`src/rtl/cs_sequencer_pkg.sv`:
```
// Shared encodings for the control-store microsequencer: sequencing ops,
// sequencer states and field widths.
package cs_sequencer_pkg;

    localparam int NEXTOP_WIDTH = 3;
    localparam int COND_WIDTH   = 4;

    typedef enum logic [NEXTOP_WIDTH-1:0] {
        OP_NEXT = 3'd0,
        OP_JUMP = 3'd1,
        OP_BRT  = 3'd2,
        OP_BRF  = 3'd3,
        OP_CALL = 3'd4,
        OP_RET  = 3'd5,
        OP_HALT = 3'd6
    } next_op_t;

    typedef enum logic [1:0] {
        ST_IDLE   = 2'd0,
        ST_FETCH  = 2'd1,
        ST_SELECT = 2'd2,
        ST_HALTED = 2'd3
    } seq_state_t;

    function automatic logic cond_flag(input logic [COND_WIDTH-1:0] cond,
                                       input logic [1:0]            sel);
        return cond[sel];
    endfunction

endpackage

```
`src/rtl/cs_return_stack.sv`:
```
// Return-address LIFO for microsubroutine calls; top entry is readable
// combinationally so the sequencer can resolve RET in its SELECT cycle.
module cs_return_stack #(
    parameter int DEPTH = 4,
    parameter int WIDTH = 11
) (
    input  logic             clk,
    input  logic             rst,
    input  logic             clear,
    input  logic             push,
    input  logic             pop,
    input  logic [WIDTH-1:0] push_data,
    output logic [WIDTH-1:0] top_data,
    output logic             full,
    output logic             empty
);

    localparam int PW = $clog2(DEPTH);

    logic [WIDTH-1:0] mem [DEPTH];
    logic [PW:0]      ptr;
    logic [PW-1:0]    top_idx;

    assign top_idx  = ptr[PW-1:0] - 1'b1;
    assign top_data = mem[top_idx];
    assign full     = (ptr == (PW+1)'(DEPTH));
    assign empty    = (ptr == '0);

    always_ff @(posedge clk) begin
        if (rst || clear) begin
            ptr <= '0;
        end else if (push && !full) begin
            mem[ptr[PW-1:0]] <= push_data;
            ptr              <= ptr + 1'b1;
        end else if (pop && !empty) begin
            ptr <= ptr - 1'b1;
        end
    end

endmodule

```
`src/rtl/cs_address_sequencer.sv`:
```
// Next-address controller for the control store. Build option
// CS_ADDRESS_SEQUENCER_RETURN_STACK_EN enables the CALL/RET return stack.
module cs_address_sequencer
    import cs_sequencer_pkg::*;
#(
    parameter int CSAI_DATAWIDTH = 11,
    parameter int RESET_VECTOR   = 0,
    parameter int STACK_DEPTH    = 4
) (
    input  logic                      CS_ADDRESS_SEQUENCER_CLOCK_50,
    input  logic                      CS_ADDRESS_SEQUENCER_RESET_InHigh,
    input  logic                      CS_ADDRESS_SEQUENCER_Start_In,
    input  logic                      CS_ADDRESS_SEQUENCER_ACK,
    input  logic [CSAI_DATAWIDTH-1:0] CS_ADDRESS_SEQUENCER_CSAI_InBus,
    input  logic [NEXTOP_WIDTH-1:0]   CS_ADDRESS_SEQUENCER_NextOp_InBus,
    input  logic [CSAI_DATAWIDTH-1:0] CS_ADDRESS_SEQUENCER_Target_InBus,
    input  logic [COND_WIDTH-1:0]     CS_ADDRESS_SEQUENCER_Cond_InBus,
    input  logic [1:0]                CS_ADDRESS_SEQUENCER_CondSel_InBus,
    output logic [CSAI_DATAWIDTH-1:0] CS_ADDRESS_SEQUENCER_CSAddress_OutBus,
    output logic                      CS_ADDRESS_SEQUENCER_REQ_Out,
    output logic                      CS_ADDRESS_SEQUENCER_Busy_Out,
    output logic                      CS_ADDRESS_SEQUENCER_Halted_Out,
    output logic                      CS_ADDRESS_SEQUENCER_StackErr_Out
);

    localparam logic [CSAI_DATAWIDTH-1:0] RESET_ADDR = CSAI_DATAWIDTH'(RESET_VECTOR);

    seq_state_t                state_q;
    logic [CSAI_DATAWIDTH-1:0] addr_q;
    logic                      req_q, busy_q, halted_q, err_q;

    logic [CSAI_DATAWIDTH-1:0] next_addr;
    logic                      sel_halt, sel_err, flag;
    next_op_t                  op;

    assign op   = next_op_t'(CS_ADDRESS_SEQUENCER_NextOp_InBus);
    assign flag = cond_flag(CS_ADDRESS_SEQUENCER_Cond_InBus, CS_ADDRESS_SEQUENCER_CondSel_InBus);

`ifdef CS_ADDRESS_SEQUENCER_RETURN_STACK_EN
    logic                      stk_push, stk_pop, stk_clear, stk_full, stk_empty;
    logic [CSAI_DATAWIDTH-1:0] stk_top;

    // Stack moves only on SELECT exit; Start from HALTED discards any leftover frames.
    assign stk_push  = (state_q == ST_SELECT) && (op == OP_CALL) && !stk_full;
    assign stk_pop   = (state_q == ST_SELECT) && (op == OP_RET) && !stk_empty;
    assign stk_clear = (state_q == ST_HALTED) && CS_ADDRESS_SEQUENCER_Start_In;

    cs_return_stack #(
        .DEPTH (STACK_DEPTH),
        .WIDTH (CSAI_DATAWIDTH)
    ) u_return_stack (
        .clk       (CS_ADDRESS_SEQUENCER_CLOCK_50),
        .rst       (CS_ADDRESS_SEQUENCER_RESET_InHigh),
        .clear     (stk_clear),
        .push      (stk_push),
        .pop       (stk_pop),
        .push_data (CS_ADDRESS_SEQUENCER_CSAI_InBus),
        .top_data  (stk_top),
        .full      (stk_full),
        .empty     (stk_empty)
    );
`endif

    always_comb begin
        next_addr = CS_ADDRESS_SEQUENCER_CSAI_InBus;
        sel_halt  = 1'b0;
        sel_err   = 1'b0;
        case (op)
            OP_JUMP: next_addr = CS_ADDRESS_SEQUENCER_Target_InBus;
            OP_BRT:  next_addr = flag ? CS_ADDRESS_SEQUENCER_Target_InBus : CS_ADDRESS_SEQUENCER_CSAI_InBus;
            OP_BRF:  next_addr = flag ? CS_ADDRESS_SEQUENCER_CSAI_InBus : CS_ADDRESS_SEQUENCER_Target_InBus;
`ifdef CS_ADDRESS_SEQUENCER_RETURN_STACK_EN
            OP_CALL: begin
                if (stk_full) begin
                    next_addr = addr_q;
                    sel_halt  = 1'b1;
                    sel_err   = 1'b1;
                end else begin
                    next_addr = CS_ADDRESS_SEQUENCER_Target_InBus;
                end
            end
            OP_RET: begin
                if (stk_empty) begin
                    next_addr = addr_q;
                    sel_halt  = 1'b1;
                    sel_err   = 1'b1;
                end else begin
                    next_addr = stk_top;
                end
            end
`else
            OP_CALL: next_addr = CS_ADDRESS_SEQUENCER_Target_InBus;
            OP_RET:  next_addr = CS_ADDRESS_SEQUENCER_CSAI_InBus;
`endif
            OP_HALT: begin
                next_addr = addr_q;
                sel_halt  = 1'b1;
            end
            default: next_addr = CS_ADDRESS_SEQUENCER_CSAI_InBus;
        endcase
    end

    always_ff @(posedge CS_ADDRESS_SEQUENCER_CLOCK_50) begin
        if (CS_ADDRESS_SEQUENCER_RESET_InHigh) begin
            state_q  <= ST_IDLE;
            addr_q   <= RESET_ADDR;
            req_q    <= 1'b0;
            busy_q   <= 1'b0;
            halted_q <= 1'b0;
            err_q    <= 1'b0;
        end else begin
            case (state_q)
                ST_IDLE: begin
                    if (CS_ADDRESS_SEQUENCER_Start_In) begin
                        state_q <= ST_FETCH;
                        addr_q  <= RESET_ADDR;
                        req_q   <= 1'b1;
                        busy_q  <= 1'b1;
                    end
                end
                ST_FETCH: begin
                    if (CS_ADDRESS_SEQUENCER_ACK) begin
                        state_q <= ST_SELECT;
                        req_q   <= 1'b0;
                    end
                end
                ST_SELECT: begin
                    addr_q <= next_addr;
                    if (sel_halt) begin
                        state_q  <= ST_HALTED;
                        busy_q   <= 1'b0;
                        halted_q <= 1'b1;
                        err_q    <= err_q | sel_err;
                    end else begin
                        state_q <= ST_FETCH;
                        req_q   <= 1'b1;
                    end
                end
                ST_HALTED: begin
                    if (CS_ADDRESS_SEQUENCER_Start_In) begin
                        state_q  <= ST_FETCH;
                        addr_q   <= RESET_ADDR;
                        req_q    <= 1'b1;
                        busy_q   <= 1'b1;
                        halted_q <= 1'b0;
                        err_q    <= 1'b0;
                    end
                end
                default: state_q <= ST_IDLE;
            endcase
        end
    end

    assign CS_ADDRESS_SEQUENCER_CSAddress_OutBus = addr_q;
    assign CS_ADDRESS_SEQUENCER_REQ_Out          = req_q;
    assign CS_ADDRESS_SEQUENCER_Busy_Out         = busy_q;
    assign CS_ADDRESS_SEQUENCER_Halted_Out       = halted_q;
`ifdef CS_ADDRESS_SEQUENCER_RETURN_STACK_EN
    assign CS_ADDRESS_SEQUENCER_StackErr_Out     = err_q;
`else
    assign CS_ADDRESS_SEQUENCER_StackErr_Out     = 1'b0;
`endif

endmodule

```
`config.mk`:
```
export PLATFORM = sky130hd
export DESIGN_NAME = cs_address_sequencer
export DESIGN_NICKNAME = d
export VERILOG_FILES = /design/src/rtl/cs_sequencer_pkg.sv /design/src/rtl/cs_return_stack.sv /design/src/rtl/cs_address_sequencer.sv
export SDC_FILE = /design/constraint.sdc
export NUM_CORES = 1
export LEC_CHECK = 0
export BUFFER_PORTS_ARGS = -buffer_cell sky130_fd_sc_hd__buf_4
export CORE_MARGIN = 1.5
export CORE_UTILIZATION = 51
export DETAILED_ROUTE_END_ITERATION = 12
export PLACE_DENSITY_LB_ADDON = 0.08
export SLEW_MARGIN = 20
export SYNTH_ARGS = -nofsm -noshare
export SYNTH_HDL_FRONTEND = slang
export SYNTH_SLANG_ARGS = --single-unit
```
`constraint.sdc`:
```
create_clock -name CS_ADDRESS_SEQUENCER_CLOCK_50 -period 2.39 [get_ports CS_ADDRESS_SEQUENCER_CLOCK_50]
set_input_delay 0.239 -clock CS_ADDRESS_SEQUENCER_CLOCK_50 [delete_from_list [all_inputs] [get_ports CS_ADDRESS_SEQUENCER_CLOCK_50]]
set_output_delay 0.239 -clock CS_ADDRESS_SEQUENCER_CLOCK_50 [all_outputs]
set_load 0.01 [all_outputs]
```
==> flow_summary.toml, run 1 <==
[power_and_ir_drop]
seqPwrFrac = 0.325
power_frac_clock = 0.176
p_sw_frac = 0.387
p_comb_frac = 0.500
power_leakage_nw = 0.774
p_int_w = 0.000661
power.switching_w = 0.000417
peakVddDrop_uv = 542
cellPowerDensity_nw_per_um2 = 576

[synth]
synth_warnings = 0
ys_ff_latch = 16
synth-seq-area-share = 0.215
synth_area_um2 = 1490
synth_edf_count = 0
syn_inst = 186
async_flop_share = 0
synth_nets = 224
ys_types = 44
ys.flop_type = "dfxtp_1"
synth_area_per_cell_um2 = 8.03

[worst_setup_path]
cp_top_family = "simple AND/OR/NAND/NOR gates"
worstSetupEndpointType = "flop"
cp-start-kind = "flop"
worstPathMaxFanout = 9
crit_type = "reg -> reg"
slowest_stage = "nor4b_2"
crit_path_cell_trace = "inv_1 -> ha_1 -> nor4b_2 -> buf_4 -> o221ai_1 -> o31ai_2"
critical_path_required_ns = 2.61
max_stage_delay_ns = 0.40
critPathBufInv = 2
arrival_ns = 2.14

[timing]
setup_viol = 0
fmax_mhz = 522
fin_skew_ns = 0.00766
post-route-period-util = 0.801
rsz0062_at_grt = "false"
finalSetupTns_ns = 0
period_needed_ns = 1.91
whs_ns = 0.161
final_hold_viol_count = 0
drv_slew = 0

[cts]
insertion_delay_ns = 0.30
cts_made_buffers = 3
cts.sinks = 16
hold_buffers = 0
post_cts.repair.setup_buffers = 0
cts-htree-levels = 1
post_cts_resized = 0
cts_root_buf = "clkbuf_4"
clk_pin_slew_ns = 0.11
cts_tree = "yes"
cts_max_path_buffers = 2

[grt]
grt_antenna_before_repair = 0
grt-ovfl-total = 0
grt_max_degree = 27
first_global_vias = 1504
grt_pass1_wl_mm = 6.44
grt_usage = 0.242

[route]
wirelength_mm = 3.88
drt_iter0_markers = 60
drt-pass1-iter-count = 5
antenna_left = 0
routed_via_density = 6.34
post_drt_wl_per_cell_um = 15.0
drcViolationCount = 0
via_count = 1636

[place]
gp_congestion = 0.843
postPlaceCellArea_um2 = 1830
hpwl_mm = 2.78
port-buffer-count = 48

[min_path]
hp-class = "in -> reg"

[final_layout]
diodes = 0
nFillCells = 254
stdcell_area_um2 = 1870
drive_gt1_frac = 0.357
nNetsFinal = 266
syn_to_final_growth_pct = 25.3

[floorplanning]
fp.dieW_um = 57.1
fp.coreArea_um2 = 2760
ios = 50
die_y_um = 57.1
start_util = 0.541
dieArea_um2 = 3260
rows = 19

[run]
drv_cap = 0

[run_status]
status = "finished clean"
==> worst paths after layout <==
| path | from | end | slack, ns | depth (start not counted) |
|---|---|---|---|---|
| setup / recovery | state_q[0]$_SDFFE_PP0P_ | CS_ADDRESS_SEQUENCER_CSAddress_OutBus[5]$_SDFFE_PP0P_ | 0.48 | 6 |
| hold / removal | CS_ADDRESS_SEQUENCER_RESET_InHigh | CS_ADDRESS_SEQUENCER_Halted_Out$_SDFFE_PP0P_ | 0.16 | 2 |
| setup reg to reg | state_q[0]$_SDFFE_PP0P_ | CS_ADDRESS_SEQUENCER_CSAddress_OutBus[5]$_SDFFE_PP0P_ | 0.48 | 6 |
| hold reg to reg | CS_ADDRESS_SEQUENCER_CSAddress_OutBus[7]$_SDFFE_PP0P_ | CS_ADDRESS_SEQUENCER_CSAddress_OutBus[7]$_SDFFE_PP0P_ | 0.47 | 2 |
==> flip-flops by register name, summed over array words and instances (netlist names) <==
register	flops
state_q	2
CS_ADDRESS_SEQUENCER_Halted_Out	1
CS_ADDRESS_SEQUENCER_REQ_Out	1
CS_ADDRESS_SEQUENCER_CSAddress_OutBus	11
CS_ADDRESS_SEQUENCER_Busy_Out	1
==> layout by cell type, fill, tap and decap left out, types with 3 or more instances in the layout <==
cell      Yosys  routed
a21oi_1       4       4
a31oi_1      10      10
and3b_1       4       4
buf_4         4      53
clkbuf_4      0       3
dfxtp_1      16      16
ha_1          3       3
inv_1         4       4
mux2i_1       4       4
nand2_1      12      12
nand2b_1      3       3
nand3_1      11      11
nand3b_1      9       9
nor2_1       24      24
nor3_2        4       4
o211ai_1      3       3
o21ai_0       5       5
o221ai_1      9       9
o31ai_2       9       9
or2_0         6       6
or2_2         4       4
==> cell families after synthesis <==
logic type / Yosys count / share of synthesized area
AO/OA/AOI/OAI: 52 / 0.288
XOR/XNOR: 1 / 0.00587
adder cells (fa/ha/maj): 3 / 0.0251
buffers and inverters: 20 / 0.0738
flip-flops: 16 / 0.215
multiplexers: 7 / 0.0620
other: 1 / 0.00251
AND/OR/NAND/NOR: 86 / 0.329
==> power by group through the flow <==
stage / clock network, W / logic, W / registers, W
2_1_floorplan: 0 / 0.000331 / 0.000364
3_3_place_gp: 0 / 0.000520 / 0.000351
3_5_place_dp: 0 / 0.000532 / 0.000355
4_1_cts: 0.000193 / 0.000535 / 0.000349
5_1_grt: 0.000206 / 0.000592 / 0.000356
6_report: 0.000189 / 0.000539 / 0.000350
==> layer usage <==
layer  up-vias  part of all wire  GRT usage
met1       760              0.42      0.291
li1        783                 -          -
met4         0            0.0062     0.0698
met2        87              0.49      0.435
met5         -                 0          0
met3         6             0.078     0.0454
==> cell type report <==
| type | instances | area (µm²) | share of cell area |
|---|---|---|---|
| clock buffer | 4 | 36.3 | 0.0194 |
| inverter | 4 | 15.0 | 0.00803 |
| multi-input combinational | 150 | 1060 | 0.568 |
| sequential | 16 | 320 | 0.171 |
| tap | 31 | 38.8 | 0.0207 |
| timing repair buffer | 53 | 398 | 0.213 |
==> through the flow <==
stage | utilization | total power [W] | worst slack (ns) | std cells
3_5_place_dp | 0.665 | 0.000887 | 0.494 | 254
6_report | 0.678 | 0.00108 | 0.475 | 258
2_1_floorplan | - | 0.000695 | 0.644 | 186
3_3_place_gp | 0.665 | 0.000871 | 0.548 | 254
5_1_grt | 0.678 | 0.00115 | 0.354 | 258
4_1_cts | 0.678 | 0.00108 | 0.478 | 258
==> synth_stat cells, types with 2 or more instances <==
master	instances	share of area
nor2_1	24	0.060
dfxtp_1	16	0.21
nand2_1	12	0.030
nand3_1	11	0.037
a31oi_1	10	0.042
nand3b_1	9	0.045
o221ai_1	9	0.053
o31ai_2	9	0.075
clkbuf_1	6	0.015
or2_0	6	0.025
o21ai_0	5	0.017
a21oi_1	4	0.013
and3b_1	4	0.023
buf_2	4	0.013
buf_4	4	0.020
inv_1	4	0.010
mux2i_1	4	0.027
nor3_2	4	0.027
or2_2	4	0.017
ha_1	3	0.025
nand2b_1	3	0.013
o211ai_1	3	0.015
a222oi_1	2	0.013
buf_6	2	0.015
mux2_4	2	0.020
nor4b_1	2	0.012
o311a_1	2	0.013
o31ai_1	2	0.010
(Power assumes the default switching activity.)
==> run 2: changes to the inputs <==
--- a/config.mk
+++ b/config.mk
@@ -7,7 +7,7 @@
 export LEC_CHECK = 0
 export BUFFER_PORTS_ARGS = -buffer_cell sky130_fd_sc_hd__buf_4
 export CORE_MARGIN = 1.5
-export CORE_UTILIZATION = 51
+export CORE_UTILIZATION = 46
 export DETAILED_ROUTE_END_ITERATION = 12
 export PLACE_DENSITY_LB_ADDON = 0.08
 export SLEW_MARGIN = 20
==> constraint.sdc (replaced) <==
create_clock -name CS_ADDRESS_SEQUENCER_CLOCK_50 -period 1.6 [get_ports CS_ADDRESS_SEQUENCER_CLOCK_50]
set_input_delay 0.16 -clock CS_ADDRESS_SEQUENCER_CLOCK_50 [delete_from_list [all_inputs] [get_ports CS_ADDRESS_SEQUENCER_CLOCK_50]]
set_output_delay 0.16 -clock CS_ADDRESS_SEQUENCER_CLOCK_50 [all_outputs]
set_load 0.01 [all_outputs]
==> run 2 against run 1 <==
Net effect:
- non-clock buffer count up 14
- largest power group unchanged
- critical endpoint is now CS_ADDRESS_SEQUENCER_CSAddress_OutBus[0]$_SDFFE_PP0P_
- sequential power is 49% higher
- fmax is 23% higher
- routed wire length rose by 10%
- first-iteration DRC count up 52%
- clock skew shrank 0.0063 ns
- sequential cell count stayed put
- final cell count is 10% higher
- critical path type unchanged
- global-route usage up 1.3 points
==> flow_summary.toml, run 2 (same netlist as run 1, synthesis figures left out) <==
[run_status]
status = "finished clean"

[floorplanning]
ios = 50
fp.coreArea_um2 = 3080
rows = 20
fp.dieW_um = 60.0
start_util = 0.485
dieArea_um2 = 3600
die_y_um = 60.0

[timing]
finalSetupTns_ns = 0
final_hold_viol_count = 0
post-route-period-util = 0.971
setup_viol = 0
setup_ws_ns = 0.0471
fmax_mhz = 644
drv_slew = 0
fin_skew_ns = 0.00137
period_needed_ns = 1.55
rsz0062_at_grt = "true"

[route]
drcViolationCount = 0
post_drt_wl_per_cell_um = 15.0
wirelength_mm = 4.28
antenna_left = 0
wl_met2_mm = 2.11
via_count = 1655
drt_iter0_markers = 91
met1_length_mm = 1.92
routed_via_density = 5.81
wl_met3_um = 209
drt-pass1-iter-count = 4
top_layer = "met4"

[worst_setup_path]
cp_top_family = "flip-flops"
rr_startpoint = "state_q[1]$_SDFFE_PP0P_"
cp_num_cells = 5
max_stage_delay_ns = 0.40
slowest_stage = "dfxtp_1"
arrival_ns = 1.77
crit_path_cell_trace = "ha_4 -> nor4b_4 -> buf_4 -> o221ai_1 -> o31ai_2"
worstReg2RegEnd = "CS_ADDRESS_SEQUENCER_CSAddress_OutBus[0]$_SDFFE_PP0P_"
critical_path_required_ns = 1.82
startpoint = "state_q[1]$_SDFFE_PP0P_"
critPathBufInv = 1
worstSetupEndpointType = "flop"
cp-start-kind = "flop"
worstPathMaxFanout = 5
crit_type = "reg -> reg"
crit_path_end = "CS_ADDRESS_SEQUENCER_CSAddress_OutBus[0]$_SDFFE_PP0P_"
reg2reg_slack_ns = 0.05
r2r_cells = 5

[cts]
cts_made_buffers = 3
cts-htree-levels = 1
cts.sinks = 16
cts_max_path_buffers = 2
insertion_delay_ns = 0.29
post_cts.repair.setup_buffers = 0
cts_tree = "yes"
cts_root_buf = "clkbuf_4"
hold_buffers = 0
clk_pin_slew_ns = 0.11

[final_layout]
diodes = 0
drive_gt1_frac = 0.419
syn_to_final_growth_pct = 37.8
largest_reg_flops = 11
nNetsFinal = 280
final_cell_mix = "64 x buf_4, 24 x nor2_1, 15 x dfxtp_1, 12 x nand2_1, 11 x nand3_1"
layout_commonest_cell = "buf_4"

[grt]
grt_max_degree = 19
grt-ovfl-total = 0
grt_antenna_before_repair = 0
grt_usage = 0.254
grt_pass1_wl_mm = 7.04
first_global_vias = 1593

[run]
drv_cap = 0

[place]
dp_slack_ns = -0.100
gp_congestion = 0.762
hpwl_mm = 3.07
port-buffer-count = 48

[power_and_ir_drop]
power_leakage_nw = 0.861
total_power_w = 0.00191
peakVddDrop_uv = 421
cellPowerDensity_nw_per_um2 = 930

[min_path]
hp-class = "in -> reg"
run 2: changes by cell type in the layout (fill, tap and decap cells not counted), sizes merged:
cell  delta
buf     +14
run 2: routing by layer:
layer	global-route usage	vias to the layer above
li1	-	810
met3	0.0216	4
met4	0.0698	0
met5	0	-
met1	0.316	782
met2	0.464	59
run 2: area by class of cell:
class                   count  area [µm²]
fillers                   281        1020
multi-input cells         150        1110
flip-flops and latches     16         322
well taps                  44        55.1
clock buffers               4        36.3
repair buffers             67         514
inverters                   4        15.0
run 2: worst min path at each step:
stage | cells after the start | endpoint | slack [ns] | from
after floorplan | 1 | CS_ADDRESS_SEQUENCER_Busy_Out$_SDFFE_PP0P_ | 0.23 | CS_ADDRESS_SEQUENCER_RESET_InHigh
after global placement | 2 | state_q[1]$_SDFFE_PP0P_ | 0.39 | CS_ADDRESS_SEQUENCER_RESET_InHigh
after detailed placement | 2 | state_q[1]$_SDFFE_PP0P_ | 0.39 | CS_ADDRESS_SEQUENCER_RESET_InHigh
after CTS | 2 | state_q[0]$_SDFFE_PP0P_ | 0.09 | CS_ADDRESS_SEQUENCER_RESET_InHigh
after global routing | 2 | CS_ADDRESS_SEQUENCER_Busy_Out$_SDFFE_PP0P_ | 0.12 | CS_ADDRESS_SEQUENCER_RESET_InHigh
final | 2 | state_q[0]$_SDFFE_PP0P_ | 0.11 | CS_ADDRESS_SEQUENCER_RESET_InHigh
run 2: power by group:
part / switching [W] / internal, W
clock network: 0.000150 / 0.000139
logic: 0.000532 / 0.000573
registers: 0.0000468 / 0.000473
total: 0.000729 / 0.00118
run 2: what timing repair did:
action,in CTS,in global routing
pin swaps,7,7
gates resized for setup,9,6
gates cloned,2,0
setup endpoints to repair,9,14
run 2: through the flow:
step	std cells	hold slack (ns)	instance area, µm²	util
2_1_floorplan	186	0.229	1510	-
3_3_place_gp	279	0.391	1950	0.635
3_5_place_dp	279	0.393	1950	0.635
4_1_cts	285	0.0920	2030	0.661
5_1_grt	285	0.119	2060	0.668
6_report	285	0.106	2060	0.668
